File: src/rtl/hub75_pkg.sv
// rtl/hub75_pkg.sv - shared types, geometry defaults and on-time helper for the HUB75 scan scheduler
package hub75_pkg;

   localparam int HUB75_PIXELS  = 128;
   localparam int HUB75_ROWS    = 16;
   localparam int HUB75_PLANES  = 4;
   localparam int HUB75_CLKDIV  = 4;
   localparam int HUB75_LINELEN = 488;
   localparam int HUB75_BASE_ON = 50;

   typedef enum logic [2:0] {
      IDLE,
      FETCH,
      SHIFT,
      WAIT,
      LATCH
   } state_t;

   // Binary-weighted display time, in ticks, for a bitplane.
   function automatic int unsigned on_time(input int unsigned base_on, input int unsigned plane_i);
      return base_on << plane_i;
   endfunction

endpackage

File: src/rtl/hub75_tick_gen.sv
// rtl/hub75_tick_gen.sv - prescaler producing one tick every CLKDIV clocks, restartable by clear
module hub75_tick_gen #(
   parameter int CLKDIV = 4
) (
   input  logic clk,
   input  logic reset_n,
   input  logic clear_i,
   output logic tick_o
);

   localparam int CW = (CLKDIV > 1) ? $clog2(CLKDIV) : 1;

   logic [CW-1:0] cnt_q, cnt_d;

   assign tick_o = (cnt_q == CW'(CLKDIV - 1));

   always_comb begin
      cnt_d = cnt_q + CW'(1);
      if (clear_i || tick_o) begin
         cnt_d = '0;
      end
   end

   always_ff @(posedge clk or negedge reset_n) begin
      if (!reset_n) begin
         cnt_q <= '0;
      end else begin
         cnt_q <= cnt_d;
      end
   end

endmodule

File: src/rtl/hub75_scan_scheduler.sv
// rtl/hub75_scan_scheduler.sv - HUB75 bitplane/row sequencer: fetch, shift, latch and weighted OE
module hub75_scan_scheduler
   import hub75_pkg::*;
#(
   parameter int PIXELS  = HUB75_PIXELS,
   parameter int ROWS    = HUB75_ROWS,
   parameter int PLANES  = HUB75_PLANES,
   parameter int CLKDIV  = HUB75_CLKDIV,
   parameter int LINELEN = HUB75_LINELEN,
   parameter int BASE_ON = HUB75_BASE_ON
) (
   input  logic                      clk,
   input  logic                      reset_n,
   input  logic                      enable,
   output logic                      row_req,
   input  logic                      row_ack,
   output logic [$clog2(ROWS)-1:0]   row_addr,
   output logic [$clog2(PLANES)-1:0] plane,
   output logic [$clog2(PIXELS)-1:0] pixel_idx,
   output logic                      pix_valid,
   output logic                      hub75_clk,
   output logic                      hub75_lat,
   output logic                      hub75_oe,
   output logic [$clog2(ROWS)-1:0]   hub75_addr,
   output logic                      frame_start
);

   localparam int PW = $clog2(PIXELS);
   localparam int RW = $clog2(ROWS);
   localparam int LW = $clog2(PLANES);
   localparam int TW = $clog2(LINELEN);

   localparam logic [TW-1:0] T_SHIFT_END = TW'(2 * PIXELS - 1);
   localparam logic [TW-1:0] T_LATCH     = TW'(LINELEN - 2);
   localparam logic [TW-1:0] T_LAST      = TW'(LINELEN - 1);

   if (2 * PIXELS > LINELEN - 2) begin : g_chk_shift
      $fatal(1, "hub75_scan_scheduler: shift phase does not fit in LINELEN");
   end
   if ((BASE_ON << (PLANES - 1)) > LINELEN - 3) begin : g_chk_oe
      $fatal(1, "hub75_scan_scheduler: longest on-time does not fit in LINELEN");
   end
   if (((PIXELS & (PIXELS - 1)) != 0) || ((ROWS & (ROWS - 1)) != 0) ||
       ((PLANES & (PLANES - 1)) != 0)) begin : g_chk_pow2
      $fatal(1, "hub75_scan_scheduler: PIXELS, ROWS and PLANES must be powers of 2");
   end

   state_t          state_q, state_d;
   logic [TW-1:0]   t_q, t_d;
   logic            row_req_q, row_req_d;
   logic [RW-1:0]   row_addr_q, row_addr_d;
   logic [LW-1:0]   plane_q, plane_d;
   logic [PW-1:0]   pixel_idx_q, pixel_idx_d;
   logic            pix_valid_q, pix_valid_d;
   logic            hclk_q, hclk_d;
   logic            lat_q, lat_d;
   logic            oe_q, oe_d;
   logic [RW-1:0]   addr_q, addr_d;
   logic            frame_start_q, frame_start_d;
   logic [LW-1:0]   disp_plane_q, disp_plane_d;
   logic            disp_valid_q, disp_valid_d;

   logic tick;
   logic ack_acc;
   logic slot_end;

   assign ack_acc  = (state_q == FETCH) && row_req_q && row_ack;
   assign slot_end = (state_q == LATCH) && tick && (t_q == T_LAST);

   hub75_tick_gen #(
      .CLKDIV (CLKDIV)
   ) u_tick (
      .clk     (clk),
      .reset_n (reset_n),
      .clear_i (ack_acc),
      .tick_o  (tick)
   );

   always_ff @(posedge clk or negedge reset_n) begin
      if (!reset_n) begin
         state_q       <= IDLE;
         t_q           <= '0;
         row_req_q     <= 1'b0;
         row_addr_q    <= '0;
         plane_q       <= '0;
         pixel_idx_q   <= '0;
         pix_valid_q   <= 1'b0;
         hclk_q        <= 1'b0;
         lat_q         <= 1'b0;
         oe_q          <= 1'b1;
         addr_q        <= '0;
         frame_start_q <= 1'b0;
         disp_plane_q  <= '0;
         disp_valid_q  <= 1'b0;
      end else begin
         state_q       <= state_d;
         t_q           <= t_d;
         row_req_q     <= row_req_d;
         row_addr_q    <= row_addr_d;
         plane_q       <= plane_d;
         pixel_idx_q   <= pixel_idx_d;
         pix_valid_q   <= pix_valid_d;
         hclk_q        <= hclk_d;
         lat_q         <= lat_d;
         oe_q          <= oe_d;
         addr_q        <= addr_d;
         frame_start_q <= frame_start_d;
         disp_plane_q  <= disp_plane_d;
         disp_valid_q  <= disp_valid_d;
      end
   end

   // t stays frozen in FETCH so a slow row source only stretches the blanked gap.
   always_comb begin
      state_d = state_q;
      t_d     = t_q;
      unique case (state_q)
         IDLE: begin
            if (enable) state_d = FETCH;
         end
         FETCH: begin
            if (ack_acc) begin
               state_d = SHIFT;
               t_d     = '0;
            end
         end
         SHIFT: begin
            if (tick) begin
               t_d = t_q + TW'(1);
               if (t_q == T_SHIFT_END) begin
                  state_d = (t_d == T_LATCH) ? LATCH : WAIT;
               end
            end
         end
         WAIT: begin
            if (tick) begin
               t_d = t_q + TW'(1);
               if (t_d == T_LATCH) state_d = LATCH;
            end
         end
         LATCH: begin
            if (tick) begin
               if (t_q == T_LAST) begin
                  state_d = enable ? FETCH : IDLE;
               end else begin
                  t_d = t_q + TW'(1);
               end
            end
         end
         default: state_d = IDLE;
      endcase
   end

   // Outputs are decoded from next-state values so the registered pins line up with t_q.
   always_comb begin
      row_addr_d    = row_addr_q;
      plane_d       = plane_q;
      addr_d        = addr_q;
      disp_plane_d  = disp_plane_q;
      disp_valid_d  = disp_valid_q;
      frame_start_d = 1'b0;
      if (slot_end) begin
         addr_d       = row_addr_q;
         disp_plane_d = plane_q;
         disp_valid_d = 1'b1;
         plane_d      = plane_q + LW'(1);
         if (plane_q == LW'(PLANES - 1)) begin
            row_addr_d = row_addr_q + RW'(1);
            if (row_addr_q == RW'(ROWS - 1)) frame_start_d = 1'b1;
         end
      end

      row_req_d   = (state_q == FETCH) && !ack_acc;
      pix_valid_d = (state_d == SHIFT);
      pixel_idx_d = (state_d == SHIFT) ? t_d[PW:1] : '0;
      hclk_d      = (state_d == SHIFT) && t_d[0];
      lat_d       = (state_d == LATCH) && (t_d == T_LATCH);
      oe_d        = !(disp_valid_d && ((state_d == SHIFT) || (state_d == WAIT)) &&
                      (32'(t_d) < on_time(BASE_ON, 32'(disp_plane_d))));
   end

   assign row_req     = row_req_q;
   assign row_addr    = row_addr_q;
   assign plane       = plane_q;
   assign pixel_idx   = pixel_idx_q;
   assign pix_valid   = pix_valid_q;
   assign hub75_clk   = hclk_q;
   assign hub75_lat   = lat_q;
   assign hub75_oe    = oe_q;
   assign hub75_addr  = addr_q;
   assign frame_start = frame_start_q;

endmodule
File: config.mk
export PLATFORM = sky130hd
export DESIGN_NAME = hub75_scan_scheduler
export DESIGN_NICKNAME = d
export VERILOG_FILES = /design/src/rtl/hub75_pkg.sv /design/src/rtl/hub75_tick_gen.sv /design/src/rtl/hub75_scan_scheduler.sv
export SDC_FILE = /design/constraint.sdc
export NUM_CORES = 1
export LEC_CHECK = 0
export ABC_AREA = 0
export BUFFER_PORTS_ARGS = -buffer_cell sky130_fd_sc_hd__buf_2
export CAP_MARGIN = 20
export CORE_UTILIZATION = 40
export DETAILED_ROUTE_END_ITERATION = 6
export GPL_TIMING_DRIVEN = 0
export PLACE_DENSITY = 0.66
export REMOVE_ABC_BUFFERS = 1
export SYNTH_ARGS = -nofsm -noshare
export SYNTH_HDL_FRONTEND = slang
export SYNTH_SLANG_ARGS = --single-unit
File: constraint.sdc
create_clock -name clk -period 4.4 [get_ports clk]
set_clock_uncertainty 0.1 [all_clocks]
set_input_delay 0.88 -clock clk [delete_from_list [all_inputs] [get_ports clk]]
set_output_delay 0.88 -clock clk [all_outputs]
set_load 0.005 [all_outputs]
==> results.ini <==
[cts]
clk_latency_ns=0.30
cts-hold-fix-buffers=0
clk_path_buf_depth=2
root_buffer=clkbuf_8
cts_tree=yes
post_cts_buffers=0
cts_sinks=40
ctsResizeCount=0
cts_made_buffers=5
cts.htree.levels=2
path_clk_slew_ns=0.08

[setup_path]
end_kind=register
arrival_ns=4.11
worstSetupPathType=register to register
path_cells=ha_1 -> nand4_1 -> nor2_1 -> nand3_2 -> mux2i_1 -> ha_1 -> ha_1 -> a21o_1 -> a21o_1 -> a221oi_1 -> nand4_1
startpoint_type=register
path_common_cell=ha_1
worstPathMaxFanout=11
cpPeakStageDelay_ns=0.55
cp_data_required_time_ns=4.51
crit_slowest_cell=dfrtp_1
r2r_setup_slack_ns=0.40

[route]
firstDrtPassIters=4
drc=0
via_per_inst=5.56
drt-initial-drc-count=222
vias=1836
postRouteAntennaNets=0
drt_wl_total_um=5170
wl_per_cell_um=15.7

[timing]
final_hold_viol_count=0
setup_viol=0
fin_crit_ns=4.00
fin_tns_setup_ns=0
hold-worst-slack_ns=0.354
fmax_mhz=250
finalCritPeriodShare_pct=90.9
drv_slew=0
relSlewSlack_pct=40.5
rsz0062_at_grt=false
setup_ws_ns=0.401
worst_pin_slew_ns=0.892

[logic_synthesis]
synth_cells=234
synth_warnings=0
avgSynthCellArea_um2=10.2
synth_fa_ha_area_share_pct=8.93
synthXorXnorAreaFrac_pct=2.94
muxShareOfSynthArea_pct=5.04
synth_top_family_by_area=simple AND/OR/NAND/NOR gates
synth_cell_types=61
yosysSeqAreaShare_pct=42.1
ys.flop_type=dfrtp_1
netlist_area_mm2=0.00238
synth_compound_area_share_pct=13.3
async_reset_ff_share_pct=100
synth-edff-count=0
ys_ff_latch=40
yosys.area_share.simple_pct=22.8

[finish]
stdcell_count=330
nets=278
antenna_cells=0
num-fill-cells=548
drive_gt1_share_pct=21.3
fin_area_mm2=0.00266
synthToLayoutAreaGrowth_pct=11.5

[placement]
dp.cells=322
gp_congestion=0.825
post-place-ws_ns=0.432
place_area_mm2=0.00253
dpl.hpwl_um=3630
io_buffers=26

[grt]
met2_usage_pct=27.3
grt.busiest_layer=met2
grt_max_degree=41
global_route.usage.met1_pct=24.1
grt_pass1_wl_um=8740
grt_pass1_vias=1795
grt-ovfl-total=0
grt_antenna_before_repair=0
use_met3_pct=4.25
track_usage_pct=18.1

[floorplanning]
die_h_um=79.2
initial_core_util_pct=42.5
io_pins=27
placementRows=27
core_area_mm2=0.00561
die_x_um=79.2
dieArea_mm2=0.00626

[hold_path]
hold_class=register to register

[pwr]
cellPowerDensity_mw_per_mm2=264
ir_drop_mv=0.107
p_leak_nw=1.29

[job]
maxCapViolCount=0

[run_status]
status=finished clean

-- worst paths after layout --
check                                     startpoint                   endpoint  depth (start not counted)
max                                 t_q[0]$_DFF_PN0_         hub75_oe$_DFF_PN1_                         11
min                        u_tick.cnt_q[0]$_DFF_PN0_  u_tick.cnt_q[0]$_DFF_PN0_                          1
max reg2reg                         t_q[0]$_DFF_PN0_         hub75_oe$_DFF_PN1_                         11
min reg2reg                u_tick.cnt_q[0]$_DFF_PN0_  u_tick.cnt_q[0]$_DFF_PN0_                          1
max in group asynchronous                    reset_n     disp_valid_q$_DFF_PN0_                          1
min in group asynchronous                    reset_n           t_q[0]$_DFF_PN0_                          1
-- report_power, final --
part / internal, W / leakage [nW] / switching, W
clock: 0.000186 / 0.0614 / 0.000139
combinational: 0.000000950 / 0.718 / 0.00000732
sequential: 0.000367 / 0.509 / 0
total: 0.000554 / 1.29 / 0.000146
-- critical path, delay by kind of cell, from the launching register on --
kind            cells  cell delay [ns]
compound gates      3             0.68
fa+ha+maj           3             1.10
flops               1             0.55
mux                 1             0.42
simple gates        4             1.05
-- registers in the layout, indices dropped and copies added (netlist names) --
register and cells:
t_q 9, disp_plane_q 2, row_req 1, u_tick.cnt_q 2
plane 2, frame_start 1, hub75_oe 1, pix_valid 1
row_addr 4, hub75_addr 4, pixel_idx 7, disp_valid_q 1
hub75_clk 1, state_q 3, hub75_lat 1
-- metrics by stage --
stage	utilization (%)	total power, W
floorplan	-	0.000375
global placement	45.2	0.000383
detailed placement	45.2	0.000384
CTS	47.3	0.000703
global route	47.3	0.000721
finish	47.3	0.000700
-- logic make-up (layout without fill, tap and decap cells) --
logic type,Yosys count,in the layout
compound gates,45,45
xor+xnor,8,8
fa+ha+maj,17,17
buf+inv,23,47
flops,40,40
mux,11,11
simple gates,90,90
-- per-layer routing --
| layer | part of all wire (%) | vias to the layer above |
|---|---|---|
| met5 | 0 | - |
| met4 | 2.5 | 0 |
| met3 | 4.4 | 11 |
| met2 | 46 | 45 |
| met1 | 47 | 888 |
| li1 | - | 892 |
-- cell usage in the layout (no fill, tap or decap), types with 3 or more instances in the layout --
cell type,instances
inv_1,13
dfrtp_1,39
mux2i_1,3
buf_2,26
nor3_1,5
o21ai_0,9
nand2b_1,3
xnor2_1,5
xor2_1,3
ha_1,17
o211ai_1,3
nand3_1,7
nor3b_1,9
nand4_1,4
nand2_1,19
nor2_1,16
and3_1,3
and4_1,3
mux2_2,8
clkbuf_8,6
a21oi_1,8
a21o_1,3
-- Yosys cell counts, types with 2 or more instances --
| cell | instances | area share, % |
|---|---|---|
| dfrtp_1 | 39 | 41 |
| nand2_1 | 19 | 3.0 |
| ha_1 | 17 | 8.9 |
| nor2_1 | 16 | 2.5 |
| inv_1 | 13 | 2.0 |
| nor3b_1 | 9 | 2.8 |
| o21ai_0 | 9 | 1.9 |
| a21oi_1 | 8 | 1.7 |
| mux2_2 | 8 | 3.8 |
| nand3_1 | 7 | 1.5 |
| buf_4 | 5 | 1.6 |
| nor3_1 | 5 | 1.1 |
| xnor2_1 | 5 | 1.8 |
| nand4_1 | 4 | 1.1 |
| a21o_1 | 3 | 0.95 |
| and3_1 | 3 | 0.79 |
| and4_1 | 3 | 1.1 |
| buf_2 | 3 | 0.63 |
| mux2i_1 | 3 | 1.3 |
| nand2b_1 | 3 | 0.79 |
| o211ai_1 | 3 | 0.95 |
| xor2_1 | 3 | 1.1 |
| a21boi_0 | 2 | 0.63 |
| a22o_1 | 2 | 0.74 |
| and2b_1 | 2 | 0.63 |
| nand4bb_1 | 2 | 0.95 |
| nor2b_1 | 2 | 0.53 |
| o22ai_1 | 2 | 0.53 |
| or3b_4 | 2 | 0.95 |
-- area by class of cell --
class	instances	area [um^2]	area share (%)
clock inverter	2	38.8	1.46
sequential	40	1000	37.7
timing repair buffer	26	130	4.90
multi-input combinational	171	1260	47.5
clock buffer	6	82.6	3.11
inverter	13	48.8	1.84
tap	72	90.1	3.39
Power figures use the tool's default switching activity.
